--- src/rtl/pingpang_ram_ctrl.sv ---
// Ping-pong controller: fills one external RAM bank from the input
// stream while the previously filled bank is drained to dout.
module pingpang_ram_ctrl #(
    parameter int DW    = 8,
    parameter int DEPTH = 100,
    parameter int AW    = 7
) (
    input  logic          clk_50m,
    input  logic          rst_n,
    input  logic          data_en,
    input  logic [DW-1:0] data_in,
    input  logic          rd_ready,
    output logic [DW-1:0] ram_wr_data,
    output logic          ram_a_wr_en,
    output logic          ram_b_wr_en,
    output logic [AW-1:0] ram_wr_addr,
    output logic          ram_a_rd_en,
    output logic          ram_b_rd_en,
    output logic [AW-1:0] ram_rd_addr,
    input  logic [DW-1:0] ram_a_rd_data,
    input  logic [DW-1:0] ram_b_rd_data,
    output logic [DW-1:0] dout,
    output logic          dout_valid,
    output logic          dout_bank,
    output logic          overrun
);

    typedef enum logic {
        WR_A,
        WR_B
    } wr_state_t;

    typedef enum logic [1:0] {
        RD_IDLE,
        RD_A,
        RD_B
    } rd_state_t;

    localparam logic [AW-1:0] LAST = AW'(DEPTH - 1);

    function automatic rd_state_t bank_rd(input logic b);
        return b ? RD_B : RD_A;
    endfunction

    wr_state_t     wr_state;
    wr_state_t     wr_next;
    logic [AW-1:0] wr_cnt;
    logic [AW-1:0] wr_cnt_next;
    logic          full_evt;
    logic          full_bank;

    rd_state_t     rd_state;
    rd_state_t     rd_next;
    logic [AW-1:0] rd_cnt;
    logic [AW-1:0] rd_cnt_next;
    logic          pend;
    logic          pend_next;
    logic          pend_bank;
    logic          pend_bank_next;
    logic          overrun_next;
    logic          rd_active;
    logic          rd_issue;
    logic          rd_last;

    logic          rd_v1;
    logic          rd_b1;

    // Write FSM: the bank flips on the word that lands at DEPTH-1.
    always_comb begin
        wr_next     = wr_state;
        wr_cnt_next = wr_cnt;
        full_evt    = 1'b0;
        full_bank   = (wr_state == WR_B);
        if (data_en) begin
            if (wr_cnt == LAST) begin
                wr_cnt_next = '0;
                full_evt    = 1'b1;
                wr_next     = (wr_state == WR_A) ? WR_B : WR_A;
            end else begin
                wr_cnt_next = wr_cnt + AW'(1);
            end
        end
    end

    always_ff @(posedge clk_50m or negedge rst_n) begin
        if (!rst_n) begin
            wr_state    <= WR_A;
            wr_cnt      <= '0;
            ram_wr_data <= '0;
            ram_wr_addr <= '0;
            ram_a_wr_en <= 1'b0;
            ram_b_wr_en <= 1'b0;
        end else begin
            wr_state    <= wr_next;
            wr_cnt      <= wr_cnt_next;
            ram_a_wr_en <= data_en && (wr_state == WR_A);
            ram_b_wr_en <= data_en && (wr_state == WR_B);
            if (data_en) begin
                ram_wr_data <= data_in;
                ram_wr_addr <= wr_cnt;
            end
        end
    end

    assign rd_active   = (rd_state != RD_IDLE);
    assign rd_issue    = rd_active && rd_ready;
    assign rd_last     = rd_issue && (rd_cnt == LAST);
    assign ram_a_rd_en = rd_issue && (rd_state == RD_A);
    assign ram_b_rd_en = rd_issue && (rd_state == RD_B);
    assign ram_rd_addr = rd_cnt;

    // Read FSM; a finishing drain may hand off to a new bank in the
    // same cycle, so the last read and a full pulse never collide.
    always_comb begin
        rd_next        = rd_state;
        rd_cnt_next    = rd_cnt;
        pend_next      = pend;
        pend_bank_next = pend_bank;
        overrun_next   = overrun;
        if (rd_issue) begin
            rd_cnt_next = rd_cnt + AW'(1);
        end
        if (rd_last) begin
            rd_next     = RD_IDLE;
            rd_cnt_next = '0;
        end
        if (full_evt) begin
            if (pend) begin
                overrun_next   = 1'b1;
                pend_bank_next = full_bank;
            end else if (rd_active && !rd_last) begin
                pend_next      = 1'b1;
                pend_bank_next = full_bank;
            end
        end
        if (!rd_active || rd_last) begin
            if (full_evt) begin
                rd_next     = bank_rd(full_bank);
                rd_cnt_next = '0;
                pend_next   = 1'b0;
            end else if (pend) begin
                rd_next     = bank_rd(pend_bank);
                rd_cnt_next = '0;
                pend_next   = 1'b0;
            end
        end
    end

    always_ff @(posedge clk_50m or negedge rst_n) begin
        if (!rst_n) begin
            rd_state  <= RD_IDLE;
            rd_cnt    <= '0;
            pend      <= 1'b0;
            pend_bank <= 1'b0;
            overrun   <= 1'b0;
        end else begin
            rd_state  <= rd_next;
            rd_cnt    <= rd_cnt_next;
            pend      <= pend_next;
            pend_bank <= pend_bank_next;
            overrun   <= overrun_next;
        end
    end

    // RAM data arrives one cycle after rd_en; register it once more.
    always_ff @(posedge clk_50m or negedge rst_n) begin
        if (!rst_n) begin
            rd_v1      <= 1'b0;
            rd_b1      <= 1'b0;
            dout       <= '0;
            dout_valid <= 1'b0;
            dout_bank  <= 1'b0;
        end else begin
            rd_v1      <= ram_a_rd_en || ram_b_rd_en;
            rd_b1      <= ram_b_rd_en;
            dout_valid <= rd_v1;
            if (rd_v1) begin
                dout      <= rd_b1 ? ram_b_rd_data : ram_a_rd_data;
                dout_bank <= rd_b1;
            end
        end
    end

endmodule

--- config.mk ---
export PLATFORM = sky130hd
export DESIGN_NAME = pingpang_ram_ctrl
export DESIGN_NICKNAME = d
export VERILOG_FILES = /design/src/rtl/pingpang_ram_ctrl.sv
export SDC_FILE = /design/constraint.sdc
export NUM_CORES = 1
export LEC_CHECK = 0
export CELL_PAD_IN_SITES_DETAIL_PLACEMENT = 1
export CELL_PAD_IN_SITES_GLOBAL_PLACEMENT = 1
export CORE_MARGIN = 3
export CORE_UTILIZATION = 38
export CTS_CLUSTER_SIZE = 30
export DETAILED_ROUTE_END_ITERATION = 12
export PLACE_DENSITY_LB_ADDON = 0.15
export SYNTH_ARGS = -nofsm -noshare
export SYNTH_HDL_FRONTEND = slang
export SYNTH_SLANG_ARGS = --single-unit
--- constraint.sdc ---
create_clock -name clk_50m -period 2.8 [get_ports clk_50m]
set_input_delay 0.28 -clock clk_50m [delete_from_list [all_inputs] [get_ports clk_50m]]
set_output_delay 0.28 -clock clk_50m [all_outputs]
set_load 0.05 [all_outputs]
### Word-level counts from Yosys, hierarchy flattened

Index checks and enable logic that the tools add are counted.

| storage, ports and cells | value |
|---|---|
| register bits | 49 |
| input port bits | 28 |
| word-level logic and storage cells | 63 |

| cells by class | value |
|---|---|
| add/sub/neg operators | 2 |
| eq/ne operators | 4 |
| multiplexer cells | 24 |
| bitwise operators | 1 |
| reductions and logical operators | 16 |

Operators by type and width:

| cell | count |
|---|---|
| $mux W7 | 6 |
| $add A7 B1 Y7 const B | 2 |
| $eq A7 B7 Y1 const B | 2 |
| $mux W2 | 6 |
| $mux W1 | 11 |
| $mux W8 | 1 |
| $logic_and A1 B1 Y1 | 7 |
| $reduce_and A2 Y1 | 3 |
| $reduce_bool A2 Y1 | 2 |
| $eq A2 B1 Y1 const B | 1 |
| $eq A2 B2 Y1 const B | 1 |
| $logic_not A1 Y1 | 2 |
| $logic_or A1 B1 Y1 | 2 |
| $not A1 Y1 | 1 |

### Depth between registers and ports, before layout

Gate-level depths: netlist (run 1).

| logic depth | value |
|---|---|
| depth after elaboration | 11 |
| gate-level depth with buffers | 6 |

### Worst setup path before layout (run 1)

OpenSTA, ideal clock, no wires.

| path | value |
|---|---|
| path type | reg2reg |
| start point | register rd_cnt[0], in the netlist ram_rd_addr[0] |
| end point | register pend_bank |
| setup time | 0.128 ns |
| arrival time | 1.766 ns |
| path slack | 0.907 ns |
| cell stages (with the launch flop) | 6 |
| path buffers | 0 |
| path through | dfrtp_1 > ha_1 > o211a_2 > nand3_1 > a22oi_2 > mux2_1 |

| on the way | value |
|---|---|
| cells in the longest elaborated chain, start to end | 6 |

Ends and longest elaborated chain:

| element | RTL line | text |
|---|---|---|
| start: declaration | 54 | `logic [AW-1:0] rd_cnt;` |
| start signal: assignment | 158 | `rd_cnt <= rd_cnt_next;` |
| $eq A7 B7 Y1 | 107 | `assign rd_last = rd_issue && (rd_cnt == LAST);` |
| $logic_and A1 B1 Y1 | 107 |  |
| $logic_not A1 Y1 | 131 | `end else if (rd_active && !rd_last) begin` |
| $logic_and A1 B1 Y1 | 131 |  |
| $reduce_bool A2 Y1 (no source line) | - |  |
| $reduce_and A2 Y1 (no source line) | - |  |
| end signal: assignment | 160 | `pend_bank <= pend_bank_next;` |
| end: declaration | 58 | `logic pend_bank;` |

No other way between the ends.
A chain may end at the register's enable or synchronous reset.

### Worst setup path in the final report (run 1)

| path | value |
|---|---|
| start point | input port rd_ready |
| end point | output port ram_b_rd_en |

| on the way | value |
|---|---|
| cells in the longest elaborated chain, start to end | 2 |

Ends and longest elaborated chain:

| element | RTL line | text |
|---|---|---|
| start: declaration | 12 | `input logic rd_ready,` |
| $logic_and A1 B1 Y1 | 106 | `assign rd_issue = rd_active && rd_ready;` |
| $logic_and A1 B1 Y1 | 109 | `assign ram_b_rd_en = rd_issue && (rd_state == RD_B);` |
| end: declaration | 18 | `output logic ram_b_rd_en,` |

No other way between the ends.

==> impl_metrics.toml, run 1 <==
[run_status]
status = "finished clean"

[placement]
globalplace.congestion = 0.751
hpwl_mm = 3.99
portBuffers = 64

[clocking]
cts_resized = 0
cts_setup_buffers = 0
cts_tree = "built"
clkLatencyLatePin_ns = 0.29
clk_pin_slew_ns = 0.08
cts_root_buffer = "clkbuf_8"
htree_levels = 2
ctsHoldBuffers = 0
numCtsBuffers = 5
clockBufferDepth = 2
numClockSinks = 49

[route]
num_vias = 1528
wl_per_cell_um = 16.9
drc = 0
ant_nets = 0
postRouteWirelength_mm = 5.16
first_pass_iters = 4
vias_per_cell = 4.99
first_iter_violations = 44

[yosys]
synth_cell_types = 38
synth_area_um2 = 2080
synth_top_area_share_pct = 59.0
synth-edff-count = 0
netlist_instances = 171
syn_area_per_cell_um2 = 12.2
async_reset_ff_share_pct = 100
synth_ff_type = "dfrtp_1"
yosysSeqAreaShare_pct = 59.0
synthTopCellsByArea = "dfrtp_1, mux2_2, mux2i_1"
yosys.area.top_type = "dfrtp_1"
yosys_register_bits = 49
synth_warnings = 0
syn-num-nets = 201

[timing]
fin_tns_setup_ns = 0
max_slew_margin_pct = 28.3
clock.fmax_ghz = 0.461
tightest_slew_ns = 1.08
setup_viol = 0
fin_crit_sh_pct = 77.5
period_minus_slack_ns = 2.17
final_max_slew_viol_count = 0
rsz0062_at_grt = "false"
finalHoldViolCount = 0
fin_hold_ws_ns = 0.181
fin_skew_ns = 0.00537

[global_routing]
grt_pass1_vias = 1730
grt_max_degree = 50
grt_overflow = 0
grt_antenna_before_repair = 0
grt_pass1_wl_mm = 8.51
grt_usage_pct = 17.2

[die]
die_x_um = 80.0
die_h_um = 80.0
core_region_area_um2 = 5200
start_util_pct = 40.0
rows = 26
die_area_um2 = 6400
ios = 65

[cells_and_area]
final_nets = 266
antennaDiodeCount = 0
area_growth_pct = 37.8
final_cell_mix = "clkdlybuf4s50_1, dfrtp_1, nor2_1, mux2_2, a21oi_1"
layout_commonest_cell = "clkdlybuf4s50_1"
drive_gt1_share_pct = 12.3

[power_and_ir_drop]
ir_worst_vdd_uv = 590
p_per_area_nw_per_um2 = 634
p_leak_nw = 1.23

[setup_path]
crit_path_max_incr_delay_ns = 0.85
required_ns = 2.52
crit_fanout = 4
cp_cell_sequence = "clkdlybuf4s50_1 -> nand2_1 -> nor2_1 -> clkdlybuf4s50_1"
cp_common_cell = "clkdlybuf4s50_1"
reg2regPathDepth = 5
crit_path_end_kind = "primary output"
start_kind = "input port"
cp_data_arrival_time_ns = 1.89
path_class = "in -> out"
cp_slowest_cell = "clkdlybuf4s50_1"

[run]
cap_viol_max_count = 0

[hold_path]
hold_path.class = "in -> async"
## per-layer routing
layer	vias up	GRT usage, %	share of wire (%)
met3	6	4.18	4.5
met4	0	4.05	1.0
li1	723	-	-
met5	-	0	0
met2	40	32.2	53
met1	759	19.5	41
## synthesized netlist by cell type (3+ instances only)
| cell type | instances |
|---|---|
| nand4_1 | 3 |
| nor2_1 | 20 |
| dfrtp_1 | 49 |
| mux2_2 | 17 |
| and2_1 | 4 |
| a21oi_1 | 10 |
| nand2_1 | 7 |
| xnor2_1 | 5 |
| nand3_1 | 3 |
| o21ai_1 | 3 |
| clkbuf_1 | 6 |
| xor2_1 | 4 |
| mux2i_1 | 9 |
## cells by family (layout without fill, tap and decap cells)
logic type               after synthesis  in the layout  share of synthesized area [%]
flip-flops                            49             49                           59.0
XOR/XNOR                               9              9                           3.79
AO/OA/AOI/OAI                         24             24                           7.58
multiplexers                          27             27                           14.1
buffers and inverters                  9             74                           1.81
adder cells (fa/ha/maj)                2              2                           1.20
AND/OR/NAND/NOR                       51             51                           12.6
## flip-flops by register name (all words and copies together), names as in the netlist, 2 cells and up
name and flops:
dout 8, ram_rd_addr 7, ram_wr_addr 7, ram_wr_data 8
rd_state 2, wr_cnt 7
## final timing paths
kind / to / startpoint / slack, ns
max: ram_b_rd_en / rd_ready / 0.63
min: dout[6]$_DFFE_PN0P_ / rst_n / 0.18
max reg2reg: pend_bank$_DFFE_PN0P_ / wr_cnt[0]$_DFFE_PN0P_ / 0.91
min reg2reg: overrun$_DFFE_PN0P_ / overrun$_DFFE_PN0P_ / 0.48
max in group asynchronous: ram_rd_addr[1]$_DFF_PN0_ / rst_n / 1.95
min in group clk_50m: overrun$_DFFE_PN0P_ / overrun$_DFFE_PN0P_ / 0.48
## final cells by class
class / count / area, µm²
clock buffers: 7 / 86.3
fillers: 555 / 2340
inverters: 2 / 7.51
multi-input cells: 113 / 816
flip-flops and latches: 49 / 1230
well taps: 70 / 87.6
repair buffers: 65 / 643
## per-stage QoR
step                      setup slack, ns  instance area, µm²  utilization [%]  std cells  total power, mW
after floorplan                     0.907                2080                -        171             1.21
after global placement              0.700                2780             53.4        299             1.41
after detailed placement            0.598                2780             53.4        299             1.43
after CTS                           0.611                2870             55.1        306             1.85
after global routing                0.533                2870             55.1        306             1.92
final                               0.631                2870             55.1        306             1.82
## worst max-delay path, delay by kind of cell
kind / cells / cell delay [ns]
buf+inv: 2 / 1.37
simple gates: 2 / 0.23
## power by group
part | leakage [nW] | switching [mW] | total [mW] | internal (mW)
Clock | 0.0443 | 0.212 | 0.408 | 0.196
Combinational | 0.586 | 0.300 | 0.515 | 0.216
Sequential | 0.603 | 0.0922 | 0.895 | 0.802
Total | 1.23 | 0.604 | 1.82 | 1.21
Power figures use the tool's default switching activity.
==> run 2, diff against run 1 <==
--- a/config.mk
+++ b/config.mk
@@ -8,7 +8,7 @@
 export CELL_PAD_IN_SITES_DETAIL_PLACEMENT = 1
 export CELL_PAD_IN_SITES_GLOBAL_PLACEMENT = 1
 export CORE_MARGIN = 3
-export CORE_UTILIZATION = 38
+export CORE_UTILIZATION = 36
 export CTS_CLUSTER_SIZE = 30
 export DETAILED_ROUTE_END_ITERATION = 12
 export PLACE_DENSITY_LB_ADDON = 0.15
==> constraint.sdc (replaced) <==
create_clock -name clk_50m -period 2.2 [get_ports clk_50m]
set_input_delay 0.22 -clock clk_50m [delete_from_list [all_inputs] [get_ports clk_50m]]
set_output_delay 0.22 -clock clk_50m [all_outputs]
set_load 0.05 [all_outputs]
==> run 2 against run 1 <==
Cell count is 1.6% higher. Cell area increased by 2.1%. Routed wire length fell by 5.9%. Largest cell class unchanged. Count of clock-buffer cells in the layout shrank 1. Total power is 35% higher. Utilization is 2.2 points lower. Highest routed layer unchanged. Sequential cell count unchanged. Die area is 5.1% higher. Global-route usage decreased by 1.9 points. Clock skew is 0.0056 ns higher. Critical path depth is 1 higher. Worst hold slack better by 0.26 ns.
==> impl_metrics.toml, run 2 (synthesis results as in run 1) <==
[run_status]
status = "finished clean"

[cells_and_area]
stdcell_count = 311
antennaDiodeCount = 0
layout_commonest_cell = "clkdlybuf4s50_1"
reg_top3 = "dout: 8 flops, ram_wr_data: 8 flops"
multiInputGateArea_um2 = 816
area_growth_pct = 40.8
register_area_um2 = 1230
drive_gt1_share_pct = 14.2
final_cell_mix = "clkdlybuf4s50_1, dfrtp_1, nor2_1, mux2_2, a21oi_1"
final_nets = 268
fill_cells = 589

[run]
cap_viol_max_count = 0

[setup_path]
r2r_start = "wr_cnt[0]$_DFFE_PN0P_"
cp_data_arrival_time_ns = 2.09
reg2regPathDepth = 5
path_depth = 5
crit_path_end_kind = "flip-flop"
cp-endpoint = "pend_bank$_DFFE_PN0P_"
crit_fanout = 8
worst-path-buf-inv = 0
regToRegEndpoint = "pend_bank$_DFFE_PN0P_"
cp_slowest_cell = "dfrtp_1"
required_ns = 2.39
crit_path_max_incr_delay_ns = 0.43
start_kind = "flip-flop"
path_class = "reg -> reg"
crit_family = "simple AND/OR/NAND/NOR gates"
startpoint = "wr_cnt[0]$_DFFE_PN0P_"
cp_cell_sequence = "ha_1 -> and4bb_1 -> and4_1 -> a22oi_2 -> mux2_1"
r2r_slack_ns = 0.30

[route]
vias_per_cell = 5.01
ant_nets = 0
wl_per_cell_um = 15.6
first_pass_iters = 4
postRouteWirelength_mm = 4.86
first_iter_violations = 43
num_vias = 1559
drc = 0

[global_routing]
grt_antenna_before_repair = 0
grt_overflow = 0
grt_pass1_wl_mm = 7.86
grt_pass1_vias = 1632
grt_usage_pct = 15.3
grt_max_degree = 28

[die]
die_area_um2 = 6720
ios = 65
start_util_pct = 37.5
die_h_um = 82
die_x_um = 82
core_region_area_um2 = 5540
rows = 27

[clocking]
clkLatencyLatePin_ns = 0.30
cts_root_buffer = "clkbuf_8"
numClockSinks = 49
cts_setup_buffers = 0
clockBufferDepth = 2
htree_levels = 2
numCtsBuffers = 5
cts_tree = "built"
cts_resized = 0
clk_pin_slew_ns = 0.10

[placement]
globalplace.congestion = 0.748
hpwl_mm = 3.66
portBuffers = 64
place_inst = 302
dp_slack_ns = 0.287

[power_and_ir_drop]
p_per_area_nw_per_um2 = 841
ir_worst_vdd_uv = 664
p_leak_nw = 1.26

[timing]
fin_ws_ns = 0.304
setup_viol = 0
final_max_slew_viol_count = 0
tightest_slew_ns = 0.600
fin_hold_ws_ns = 0.436
rsz0062_at_grt = "false"
fin_skew_ns = 0.0109
fin_tns_setup_ns = 0
finalHoldViolCount = 0
max_slew_margin_pct = 59.7
fin_crit_sh_pct = 86.2
clock.fmax_ghz = 0.527
period_minus_slack_ns = 1.90

[hold_path]
hold_path.class = "in -> async"
[run 2: cell types whose count changed in the layout (fill, tap and decap cells not counted), sizes merged]
cell,before,now
clkdlybuf4s50,63,61
buf,2,5
clkinvlp,0,1
dlygate4sd3,0,1
bufinv,0,1
clkbuf,7,6
[run 2: layout make-up]
cell class | count | share of cell area (%)
sequential | 49 | 41.9
multi-input combinational | 113 | 27.9
timing repair buffer | 67 | 22.8
tap | 72 | 3.08
clock buffer | 6 | 2.82
clock inverter | 2 | 1.28
inverter | 2 | 0.256
[run 2: how the worst min path moves through the flow]
stage                     startpoint               endpoint  slack (ns)
after floorplan                rst_n    dout[0]$_DFFE_PN0P_       -0.08
after global placement         rst_n    dout[3]$_DFFE_PN0P_        0.23
after detailed placement       rst_n    dout[3]$_DFFE_PN0P_        0.25
after CTS                      rst_n   dout_valid$_DFF_PN0_        0.44
after global routing           rst_n  pend_bank$_DFFE_PN0P_        0.46
final                          rst_n   dout_valid$_DFF_PN0_        0.44
[run 2: per-stage QoR]
step	instance area, µm²	total power, mW	util, %
floorplan	2080	1.54	-
global placement	2800	1.80	50.5
detailed placement	2800	1.82	50.5
CTS	2930	2.50	52.8
global route	2930	2.59	52.8
finish	2930	2.46	52.8
[run 2: what timing repair did]
action,CTS,global route
hold endpoints to repair,22,0
hold buffers,1,0
endpoints found under the setup margin,0,0
[run 2: metal layers]
| metal | GRT usage (%) | wire length [µm] |
|---|---|---|
| met1 | 17.6 | 2020 |
| met3 | 3.95 | 233 |
| met5 | 0 | 0 |
| met2 | 27.9 | 2540 |
| met4 | 4.49 | 67 |
[run 2: report_power, final]
| part | switching (mW) | leakage, nW | total [mW] | internal (mW) |
|---|---|---|---|---|
| sequential | 0.115 | 0.603 | 1.14 | 1.02 |
| combinational | 0.383 | 0.604 | 0.662 | 0.279 |
| clock | 0.293 | 0.0574 | 0.663 | 0.370 |
[run 2: worst register-to-register path, stage by stage, from the launching register on]
cell and delay (ns):
dfrtp_1 0.43, ha_1 0.25, and4bb_1 0.23, and4_1 0.31, a22oi_2 0.22, mux2_1 0.35
